$ cat src/rtl/hwag_pkg.sv
// Shared types and widths for the hwag capture-input conditioning path.
package hwag_pkg;

    typedef enum logic [1:0] {
        LOW   = 2'd0,
        HIGH  = 2'd1,
        SUPPR = 2'd2
    } cap_state_t;

    localparam int CAP_PERIOD_W = 24;
    localparam int REJECT_W     = 8;

endpackage

$ cat src/rtl/cap_sync_filter.sv
// Synchronises the raw VR comparator output, normalises polarity so the tooth
// edge is always 0->1, and only moves the filtered level after a stable run.
module cap_sync_filter #(
    parameter int SYNC_STAGES = 2,
    parameter int FILT_LEN    = 4,
    parameter bit ACTIVE_FALL = 1'b0
) (
    input  logic clk_i,
    input  logic rst_ni,
    input  logic vr_in_i,
    output logic filt_o
);

    localparam int RUN_W = (FILT_LEN > 1) ? $clog2(FILT_LEN) : 1;
    localparam logic [RUN_W-1:0] RUN_LAST = RUN_W'(FILT_LEN - 1);
    localparam logic [SYNC_STAGES-1:0] SYNC_IDLE = {SYNC_STAGES{ACTIVE_FALL}};

    logic [SYNC_STAGES-1:0] sync_q, sync_d;
    logic [RUN_W-1:0]       run_q, run_d;
    logic                   filt_q, filt_d;
    logic                   s;

    assign s = sync_q[SYNC_STAGES-1] ^ ACTIVE_FALL;

    always_comb begin
        sync_d = {sync_q[SYNC_STAGES-2:0], vr_in_i};
        filt_d = filt_q;
        run_d  = '0;
        // The run length restarts whenever the input agrees with the filtered level.
        if (s != filt_q) begin
            if (run_q == RUN_LAST) begin
                filt_d = ~filt_q;
            end else begin
                run_d = run_q + RUN_W'(1);
            end
        end
    end

    always_ff @(posedge clk_i) begin
        if (!rst_ni) begin
            sync_q <= SYNC_IDLE;
            run_q  <= '0;
            filt_q <= 1'b0;
        end else begin
            sync_q <= sync_d;
            run_q  <= run_d;
            filt_q <= filt_d;
        end
    end

    assign filt_o = filt_q;

endmodule

$ cat src/rtl/hwag_cap_filter.sv
// VR crank input conditioner: clean active-high tooth level for hwag.cap, with
// early-edge blanking, tooth-period measurement and a rejected-edge counter.
module hwag_cap_filter
    import hwag_pkg::*;
#(
    parameter int SYNC_STAGES = 2,
    parameter int FILT_LEN    = 4,
    parameter int PERIOD_W    = CAP_PERIOD_W,
    parameter int BLANK_SHIFT = 2,
    parameter bit ACTIVE_FALL = 1'b0
) (
    input  logic                clk_i,
    input  logic                rst_ni,
    input  logic                vr_in_i,
    input  logic                clr_reject_i,
    output logic                cap_o,
    output logic                cap_edge_o,
    output logic [PERIOD_W-1:0] period_o,
    output logic                period_valid_o,
    output logic [REJECT_W-1:0] reject_cnt_o
);

    localparam logic [PERIOD_W-1:0] CNT_MAX = '1;
    localparam logic [REJECT_W-1:0] REJ_MAX = '1;

    cap_state_t          state_q, state_d;
    logic [PERIOD_W-1:0] cnt_q, cnt_d;
    logic [PERIOD_W-1:0] period_q, period_d;
    logic                valid_q, valid_d;
    logic                seen_q, seen_d;
    logic                cap_q, cap_d;
    logic                edge_q, edge_d;
    logic [REJECT_W-1:0] rej_q, rej_d;
    logic                filt;
    logic                cnt_sat;
    logic                blank;
    logic                accept;
    logic                reject;

    cap_sync_filter #(
        .SYNC_STAGES (SYNC_STAGES),
        .FILT_LEN    (FILT_LEN),
        .ACTIVE_FALL (ACTIVE_FALL)
    ) u_sync_filter (
        .clk_i   (clk_i),
        .rst_ni  (rst_ni),
        .vr_in_i (vr_in_i),
        .filt_o  (filt)
    );

    assign cnt_sat = (cnt_q == CNT_MAX);
    assign blank   = valid_q && (cnt_q < (period_q >> BLANK_SHIFT));

    always_comb begin
        state_d  = state_q;
        cnt_d    = cnt_sat ? cnt_q : cnt_q + PERIOD_W'(1);
        period_d = period_q;
        valid_d  = valid_q;
        seen_d   = seen_q;
        cap_d    = cap_q;
        edge_d   = 1'b0;
        rej_d    = rej_q;
        accept   = 1'b0;
        reject   = 1'b0;

        // SUPPR swallows the whole rejected pulse so cap never shows it.
        case (state_q)
            LOW: begin
                if (filt) begin
                    if (blank) begin
                        state_d = SUPPR;
                        reject  = 1'b1;
                    end else begin
                        state_d = HIGH;
                        accept  = 1'b1;
                    end
                end
            end
            HIGH: begin
                if (!filt) begin
                    state_d = LOW;
                    cap_d   = 1'b0;
                end
            end
            SUPPR: begin
                if (!filt) begin
                    state_d = LOW;
                end
            end
            default: state_d = LOW;
        endcase

        // A saturated counter means the wheel stalled: the next edge starts a fresh measurement.
        if (accept) begin
            cap_d    = 1'b1;
            edge_d   = 1'b1;
            period_d = cnt_q;
            valid_d  = seen_q && !cnt_sat;
            seen_d   = 1'b1;
            cnt_d    = PERIOD_W'(1);
        end else if (cnt_sat) begin
            valid_d = 1'b0;
            seen_d  = 1'b0;
        end

        if (clr_reject_i) begin
            rej_d = '0;
        end else if (reject && (rej_q != REJ_MAX)) begin
            rej_d = rej_q + REJECT_W'(1);
        end
    end

    always_ff @(posedge clk_i) begin
        if (!rst_ni) begin
            state_q  <= LOW;
            cnt_q    <= '0;
            period_q <= '0;
            valid_q  <= 1'b0;
            seen_q   <= 1'b0;
            cap_q    <= 1'b0;
            edge_q   <= 1'b0;
            rej_q    <= '0;
        end else begin
            state_q  <= state_d;
            cnt_q    <= cnt_d;
            period_q <= period_d;
            valid_q  <= valid_d;
            seen_q   <= seen_d;
            cap_q    <= cap_d;
            edge_q   <= edge_d;
            rej_q    <= rej_d;
        end
    end

    assign cap_o          = cap_q;
    assign cap_edge_o     = edge_q;
    assign period_o       = period_q;
    assign period_valid_o = valid_q;
    assign reject_cnt_o   = rej_q;

endmodule
$ cat config.mk
export PLATFORM = sky130hd
export DESIGN_NAME = hwag_cap_filter
export DESIGN_NICKNAME = d
export VERILOG_FILES = /design/src/rtl/hwag_pkg.sv /design/src/rtl/cap_sync_filter.sv /design/src/rtl/hwag_cap_filter.sv
export SDC_FILE = /design/constraint.sdc
export NUM_CORES = 1
export LEC_CHECK = 0
export ABC_CLOCK_PERIOD_IN_PS = 3700
export BUFFER_PORTS_ARGS = -buffer_cell sky130_fd_sc_hd__buf_2
export CAP_MARGIN = 20
export CORE_UTILIZATION = 40
export DETAILED_ROUTE_END_ITERATION = 12
export HOLD_SLACK_MARGIN = 0.05
export PLACE_DENSITY = 0.58
export SLEW_MARGIN = 10
export SYNTH_ARGS = -nofsm -noshare
export SYNTH_HDL_FRONTEND = slang
export SYNTH_HIERARCHICAL = 1
export SYNTH_SLANG_ARGS = --single-unit
$ cat constraint.sdc
create_clock -name clk_i -period 3.7 [get_ports clk_i]
set_input_delay 0.74 -clock clk_i [delete_from_list [all_inputs] [get_ports clk_i]]
set_output_delay 0.74 -clock clk_i [all_outputs]
set_load 0.05 [all_outputs]
==> results.toml, run 1 <==
[setup_path]
rr_startpoint = "cnt_q[11]$_SDFFE_PP0N_"
crit_type = "flip-flop to flip-flop"
cp.required_ns = 3.98
crit_path_end_kind = "flip-flop"
crit_end = "reject_cnt_o[7]$_SDFFE_PP0P_"
startpoint = "cnt_q[11]$_SDFFE_PP0N_"
worstPathArrival_ns = 2.93
rr_endpoint = "reject_cnt_o[7]$_SDFFE_PP0P_"
reg2regPathDepth = 7
r2r_slack_ns = 1.05
critPathMaxFanout = 14
cp-start-kind = "flip-flop"

[power_and_ir_drop]
peakVddDrop_uv = 179
leakage_uw = 0.00153
power.density_mw_per_mm2 = 397

[worst_hold_path]
hp-start = "u_sync_filter/run_q[0]$_SDFF_PP0_"
min_path_cells = 1
hold_class = "flip-flop to flip-flop"

[grt]
grt_max_degree = 30
overflow = 0
grt_usage_pct = 19.1
antenna_found_initial = 0
grt_pass1_vias = 2696
grt_pass1_wl_mm = 13.0

[synthesis]
syn_inst = 401
async_flop_share_pct = 0
ys_seq_area_share_pct = 39.2
synth_edf_count = 0
syn_area_mm2 = 0.00342
ys_types = 55
synth_seq_cells = 67
yosys_warnings = 6
synth_flop_cell = "dfxtp_1"
avgSynthCellArea_um2 = 8.53
syn_nets = 431

[finish]
layoutNonFillerInstCount = 548
fin_util_pct = 47.9
final_cell_mix = "dfxtp_1, nor2_1, buf_2"
antenna_cells = 0
final_common_cell = "dfxtp_1"
drive_gt1_share_pct = 16.5
syn_to_final_growth_pct = 15.6
nNetsFinal = 468

[routing]
drc = 0
dr.pass1.iters = 4
drt_wl_total_mm = 7.78
via_count = 2922
routed_via_density = 5.33
drtIter0Drc = 123
wl_per_cell_um = 14.2
ant_nets = 0

[timing]
final-setup-viol-count = 0
hold_violations = 0
post-route-period-util_pct = 71.7
fin_ws_ns = 1.05
worstMarginPinSlew_ns = 0.984
relSlewSlack_pct = 34.2
rsz0062_at_grt = "false"
max_freq_ghz = 0.377
clock_skew_ns = 0.00746
tns_ns = 0
slew_violations = 0
fin_crit_ns = 2.65

[die]
die_height_um = 94.5
fp-row-count = 33
die_w_um = 94.5
start_util_pct = 41.4
ios = 39
dieArea_mm2 = 0.00893
core_area_mm2 = 0.00826

[placed_design]
gp_congestion = 0.856
portBuffers = 38
dp_hpwl_mm = 5.47
dp_cells = 532
dp_slack_ns = 1.02

[job]
maxCapViolCount = 0

[clock_network]
post_cts_buffers = 0
clkSinkCount = 67
cts_tree = "yes"
cts_hold_buf = 0
cts_buffer_depth = 2
clkLatencyLatePin_ns = 0.35
cts.repair.resized = 0
htreeDepth = 3
cts_buffers = 9
clkTransAtPathRegs_ns = 0.07
cts-root-buf = "clkbuf_8"

[status]
outcome = "complete, no violations"
-- area by class of cell --
class	count	area (µm²)
Fill cell	841	4300
Clock buffer	9	124
Inverter	31	116
Sequential cell	67	1340
Timing Repair Buffer	43	228
Clock inverter	7	139
Tap cell	105	131
Multi-Input combinational cell	286	1880
-- cells by family (layout without fill, tap and decap cells) --
group	after synthesis	count (layout)	share of synthesized area [%]
flip-flops	67	67	39.2
AO/OA/AOI/OAI	99	99	18.4
multiplexers	3	3	0.878
buffers and inverters	48	90	6.00
AND/OR/NAND/NOR	135	135	20.1
XOR/XNOR	23	23	5.89
adder cells (fa/ha/maj)	26	26	9.51
-- cell usage after synthesis (all sizes together), types with 4 or more instances --
library cell	count	area share, %
dfxtp	67	39
nor2	39	4.3
nand3	35	5.1
o21ai	34	5.3
a21oi	32	4.7
inv	30	3.3
ha	26	9.5
nand2	21	2.3
xnor2	15	3.8
nand4	10	1.8
buf	9	1.7
clkbuf	8	0.88
xor2	8	2.0
and3	6	1.1
a211oi	4	1.0
a31oi	4	0.73
a41o	4	1.2
o31ai	4	0.88
or4	4	0.99
-- how the worst min path moves through the flow --
stage	to	slack [ns]
floorplan	u_sync_filter/run_q[0]$_SDFF_PP0_	0.41
global placement	u_sync_filter/run_q[0]$_SDFF_PP0_	0.41
detailed placement	u_sync_filter/sync_q[1]$_SDFF_PN0_	0.42
CTS	u_sync_filter/run_q[0]$_SDFF_PP0_	0.44
global route	u_sync_filter/sync_q[1]$_SDFF_PN0_	0.45
finish	u_sync_filter/run_q[0]$_SDFF_PP0_	0.43
-- sequential cells by signal (all words and copies together), names as in the netlist --
name                  cells
u_sync_filter/run_q       2
state_q                   2
cnt_q                    24
u_sync_filter/sync_q      2
period_valid_o            1
seen_q                    1
cap_o                     1
period_o                 24
u_sync_filter/filt_o      1
cap_edge_o                1
reject_cnt_o              8
-- per-stage QoR --
| stage | total power, µW | area, µm² | hold slack (ns) |
|---|---|---|---|
| finish | 1570 | 3960 | 0.432 |
| global route | 1630 | 3960 | 0.452 |
| CTS | 1600 | 3960 | 0.438 |
| detailed placement | 779 | 3690 | 0.420 |
| global placement | 779 | 3690 | 0.414 |
| floorplan | 769 | 3420 | 0.405 |
-- critical path: stages (launching register included) --
cell and delay (ns):
dfxtp_1 0.45, ha_1 0.30, a21oi_1 0.12, o21ai_0 0.17, a2111oi_2 0.48, o211ai_2 0.36
or4_1 0.55, a21oi_1 0.15
-- per-layer routing --
metal / up-vias / wire (µm) / track usage, %
li1: 1503 / - / -
met1: 1359 / 3790 / 25.1
met2: 51 / 3590 / 30.7
met3: 9 / 328 / 4.43
met4: 0 / 76 / 6.44
met5: - / 0 / 0
-- power by group --
part | total, µW | switching [µW] | internal [µW]
combinational | 33.2 | 21.4 | 11.8
clock | 809 | 293 | 516
sequential | 730 | 5.01 | 725
total | 1570 | 319 | 1250
Note: power is estimated with default switching activity, not from simulation.
==> run 2: changes to the inputs <==
Settings changed: ABC_CLOCK_PERIOD_IN_PS 3700 to 2300, PLACE_DENSITY 0.58 to 0.6.
Clock period 3.7 ns to 2.3 ns, I/O delays scaled along.
==> results.toml, run 2 (synthesis gave the netlist of run 1 again) <==
[die]
start_util_pct = 41.4
fp-row-count = 33
die_height_um = 94.5
die_w_um = 94.5
dieArea_mm2 = 0.00893
core_area_mm2 = 0.00826
ios = 39

[timing]
relSlewSlack_pct = 67.3
worstMarginPinSlew_ns = 0.489
slew_violations = 0
fin_crit_ns = 2.41
hold-worst-slack_ns = 0.314
rsz0062_at_grt = "true"
final-setup-viol-count = 52
clock_skew_ns = 0.0102
post-route-period-util_pct = 105
hold_violations = 0
max_freq_ghz = 0.414
fin_ws_ns = -0.114

[grt]
grt_pass1_vias = 3126
antenna_found_initial = 0
grt_max_degree = 26
grt_usage_pct = 22.5
overflow = 0
grt_pass1_wl_mm = 15.4

[routing]
routed_via_density = 5.46
dr.pass1.iters = 4
drt_wl_total_mm = 10.0
drc = 0
via_count = 3337
ant_nets = 0
drtIter0Drc = 187
wl_per_cell_um = 16.4

[placed_design]
dp_hpwl_mm = 6.26
portBuffers = 38
gp_congestion = 0.834

[clock_network]
cts_hold_buf = 0
clkTransAtPathRegs_ns = 0.08
cts-root-buf = "clkbuf_8"
cts_buffer_depth = 2
cts_buffers = 9
clkSinkCount = 67
clkLatencyLatePin_ns = 0.34
cts_tree = "yes"
htreeDepth = 3

[finish]
fin_util_pct = 60.0
fillers = 719
antenna_cells = 0
syn_to_final_growth_pct = 44.9
final_common_cell = "buf_4"
drive_gt1_share_pct = 42.3
nNetsFinal = 531
final_cell_mix = "buf_4, dfxtp_1, buf_2"

[power_and_ir_drop]
swShare_pct = 22.9
switching_power_uw = 538
p_comb_share_pct = 4.1
p_clk_share_pct = 46.5
p_int_uw = 1810
power.density_mw_per_mm2 = 474
leakage_uw = 0.00192
seq_power_share_pct = 49.4
peakVddDrop_uv = 372

[status]
outcome = "finished with violations"
violations = "negative setup slack"

[setup_path]
crit_path_end_kind = "flip-flop"
cp-start-kind = "flip-flop"
r2r_slack_ns = -0.11
worstPathArrival_ns = 2.69
crit_type = "flip-flop to flip-flop"
cp.required_ns = 2.58
critPathMaxFanout = 7
startpoint = "period_o[8]$_SDFFE_PN0P_"
rr_startpoint = "period_o[8]$_SDFFE_PN0P_"

[worst_hold_path]
hold_class = "input pin to flip-flop"
hp-start = "vr_in_i"

[job]
maxCapViolCount = 0
run 2: cell count changes in the layout (fill, tap and decap cells not counted), moves of 12 or more:
cell,previous run,this run
dfxtp_1,67,44
o21ai_0,28,15
ha_1,26,14
ha_4,0,12
buf_4,5,49
dfxtp_2,0,17
run 2: worst paths after layout:
check             cells past startpoint                                  to
setup reg to reg                     11        reject_cnt_o[0]$_SDFFE_PP0P_
hold / removal                        2  u_sync_filter/sync_q[0]$_SDFF_PN0_
hold reg to reg                       1  u_sync_filter/sync_q[1]$_SDFF_PN0_
setup / recovery                     11        reject_cnt_o[0]$_SDFFE_PP0P_
run 2: layout make-up:
type	instances	area, µm²	area share, %
Inverter	31	116	2.35
Multi-Input combinational cell	287	2290	46.2
Clock buffer	10	128	2.57
Sequential cell	67	1390	27.9
Tap cell	105	131	2.65
Timing Repair Buffer	105	820	16.5
Clock inverter	6	88.8	1.79
run 2: timing repair:
item	CTS	global route
endpoints found under the setup margin	56	61
gates cloned	2	3
setup buffers	13	7
gates resized for setup	43	65
pin swaps	27	29
run 2: worst max-delay path: stages, from the launching register on:
cell,delay (ns)
dfxtp_2,0.34
inv_1,0.04
ha_1,0.33
o21ai_2,0.16
o21bai_2,0.14
o311ai_4,0.35
buf_6,0.17
o211ai_4,0.09
buf_12,0.16
buf_8,0.13
or3_4,0.32
a21oi_2,0.11
run 2: per-stage QoR:
step           worst slack [ns]  cells  power (µW)  instance area, µm²  TNS (ns)
2_1_floorplan           0.00460    401        1230                3460         0
3_3_place_gp            -0.0749    571        1260                4060    -0.176
3_5_place_dp             -0.148    571        1260                4060     -1.15
4_1_cts                 -0.0737    602        2360                4610     -1.94
5_1_grt                  -0.185    611        2440                4960     -7.10
6_report                 -0.114    611        2350                4960     -1.99
run 2: power by group through the flow:
| stage | Clock (µW) | Sequential, µW | Combinational (µW) |
|---|---|---|---|
| floorplan | 0 | 1190 | 38.2 |
| global placement | 0 | 1190 | 72.0 |
| detailed placement | 0 | 1190 | 72.5 |
| CTS | 1110 | 1160 | 89.0 |
| global route | 1180 | 1160 | 103 |
| finish | 1090 | 1160 | 96.2 |
run 2: metal layers:
metal  global-route usage, %  vias up  part of all wire [%]
met5                       0        -                     0
met4                    6.57        0                   1.9
met3                    4.11       17                   3.3
met2                    37.4       69                    48
met1                    29.7     1623                    47
li1                        -     1628                     -
==> run 3: changes to the inputs <==
Settings changed: RECOVER_POWER set to 25.
==> results.toml, run 3 (synthesis gave the netlist of run 1 again) <==
[status]
outcome = "finished with violations"
violations = "negative setup slack"

[worst_hold_path]
hp-start = "vr_in_i"
min_path_cells = 2
hold_class = "input pin to flip-flop"
min_to = "u_sync_filter/sync_q[0]$_SDFF_PN0_"

[die]
dieArea_mm2 = 0.00893
die_w_um = 94.5
core_area_mm2 = 0.00826
start_util_pct = 41.4
die_height_um = 94.5
ios = 39
fp-row-count = 33

[clock_network]
htreeDepth = 3
clkLatencyLatePin_ns = 0.34
cts_buffers = 9
clkSinkCount = 67
cts-root-buf = "clkbuf_8"
cts_tree = "yes"
clkTransAtPathRegs_ns = 0.08
cts_buffer_depth = 2

[routing]
drtIter0Drc = 192
via_count = 3322
drc = 0
dr.pass1.iters = 4
routed_via_density = 5.44
wl_per_cell_um = 16.3
ant_nets = 0
drt_wl_total_mm = 9.96

[timing]
post-route-period-util_pct = 105
worstMarginPinSlew_ns = 0.604
relSlewSlack_pct = 59.9
fin_ws_ns = -0.115
clock_skew_ns = 0.0119
hold_violations = 0
slew_violations = 0
rsz0062_at_grt = "true"
tns_ns = -1.93
final-setup-viol-count = 50
max_freq_ghz = 0.414
fin_crit_ns = 2.42

[power_and_ir_drop]
p_comb_share_pct = 4.1
swShare_pct = 22.9
seq_power_share_pct = 49.4
p_int_uw = 1810
peakVddDrop_uv = 372
leakage_uw = 0.00189
power.density_mw_per_mm2 = 475
p_clk_share_pct = 46.5
switching_power_uw = 537

[finish]
syn_to_final_growth_pct = 44.7
final_cell_mix = "buf_4, dfxtp_1, nor2_1"
regArea_mm2 = 0.00139
design_area_mm2 = 0.00495
multi_input_area_mm2 = 0.00229
drive_gt1_share_pct = 41.1
final_common_cell = "buf_4"
nNetsFinal = 531
fillers = 720
layoutNonFillerInstCount = 611
antenna_cells = 0

[setup_path]
path_cells = "inv_1, ha_1, o21ai_2, o21bai_2, o311ai_4, buf_6, o211ai_4, buf_12, buf_8, or3_4, a21oi_2"
crit_path_end_kind = "flip-flop"
rr_startpoint = "period_o[8]$_SDFFE_PN0P_"
slowest_stage = "o311ai_4"
critPathTopFamily = "compound AO/OA/AOI/OAI gates"
worstPathArrival_ns = 2.69
cp.buffers_inverters = 4
cpPeakStageDelay_ns = 0.35
crit_type = "flip-flop to flip-flop"
cp.required_ns = 2.58
rr_endpoint = "reject_cnt_o[0]$_SDFFE_PP0P_"
r2r_slack_ns = -0.12
cp-start-kind = "flip-flop"
reg2regPathDepth = 11
critPathMaxFanout = 7

[grt]
grt_pass1_wl_mm = 15.4
grtUsageMet1_pct = 29.7
grt-busiest-layer = "met2"
overflow = 0
gr-usage-met3_pct = 4.11
antenna_found_initial = 0
grt_pass1_vias = 3126
grt_usage_pct = 22.5
grt_max_degree = 26
use_met2_pct = 37.4

[placed_design]
dp_cells = 571
portBuffers = 38
place_area_mm2 = 0.00406
dp_hpwl_mm = 6.26
gp_congestion = 0.834
dp_slack_ns = -0.148

[job]
maxCapViolCount = 0
## run 3: cell count changes in the layout (fill, tap and decap cells not counted), sizes merged
cell    delta
buf        -6
clkbuf     +6
## run 3: final cells by class
cell class	instances	share of cell area [%]
clock buffer	10	2.58
clock inverter	6	1.79
inverter	31	2.35
multi-input combinational	287	46.2
sequential	67	28.0
tap	105	2.65
timing repair buffer	105	16.4
## run 3: power by group through the flow
stage          logic (µW)  registers (µW)  clock network (µW)
2_1_floorplan        38.2            1190                   0
3_3_place_gp         72.0            1190                   0
3_5_place_dp         72.5            1190                   0
4_1_cts              89.0            1160                1110
5_1_grt               103            1160                1180
6_report             96.0            1160                1090
## run 3: worst register-to-register path, stage by stage, from the launching register on
cell	delay, ns
dfxtp_2	0.34
inv_1	0.05
ha_1	0.33
o21ai_2	0.16
o21bai_2	0.14
o311ai_4	0.35
buf_6	0.17
o211ai_4	0.09
buf_12	0.16
buf_8	0.13
or3_4	0.32
a21oi_2	0.11
## run 3: worst max path at each step
stage | start | endpoint | depth (start not counted)
floorplan | period_o[7]$_SDFFE_PN0P_ | period_o[19]$_SDFFE_PN0P_ | 10
global placement | period_o[11]$_SDFFE_PN0P_ | reject_cnt_o[7]$_SDFFE_PP0P_ | 8
detailed placement | period_o[13]$_SDFFE_PN0P_ | reject_cnt_o[5]$_SDFFE_PP0P_ | 8
CTS | period_o[21]$_SDFFE_PN0P_ | cnt_q[18]$_SDFFE_PP0N_ | 12
global route | period_o[8]$_SDFFE_PN0P_ | reject_cnt_o[0]$_SDFFE_PP0P_ | 11
finish | period_o[8]$_SDFFE_PN0P_ | reject_cnt_o[0]$_SDFFE_PP0P_ | 11
## run 3: metrics by stage
step	util [%]	hold slack [ns]	total power (µW)
2_1_floorplan	-	0.405	1230
3_3_place_gp	49.2	0.413	1260
3_5_place_dp	49.2	0.428	1260
4_1_cts	55.8	0.305	2360
5_1_grt	60.0	0.336	2440
6_report	60.0	0.314	2350
## run 3: per-layer routing
metal	vias up	part of all wire (%)
li1	1627	-
met1	1596	46
met2	83	48
met3	16	4.0
met4	0	1.8
met5	-	0
## run 3: repair_timing
item / in CTS / in global routing
endpoints found under the setup margin: 56 / 61
endpoints found under the hold margin: 0 / 0
cloned: 2 / 3
hold buffers: 0 / 0
resized for setup: 43 / 65
buffers inserted: 13 / 7
pin swaps: 27 / 29
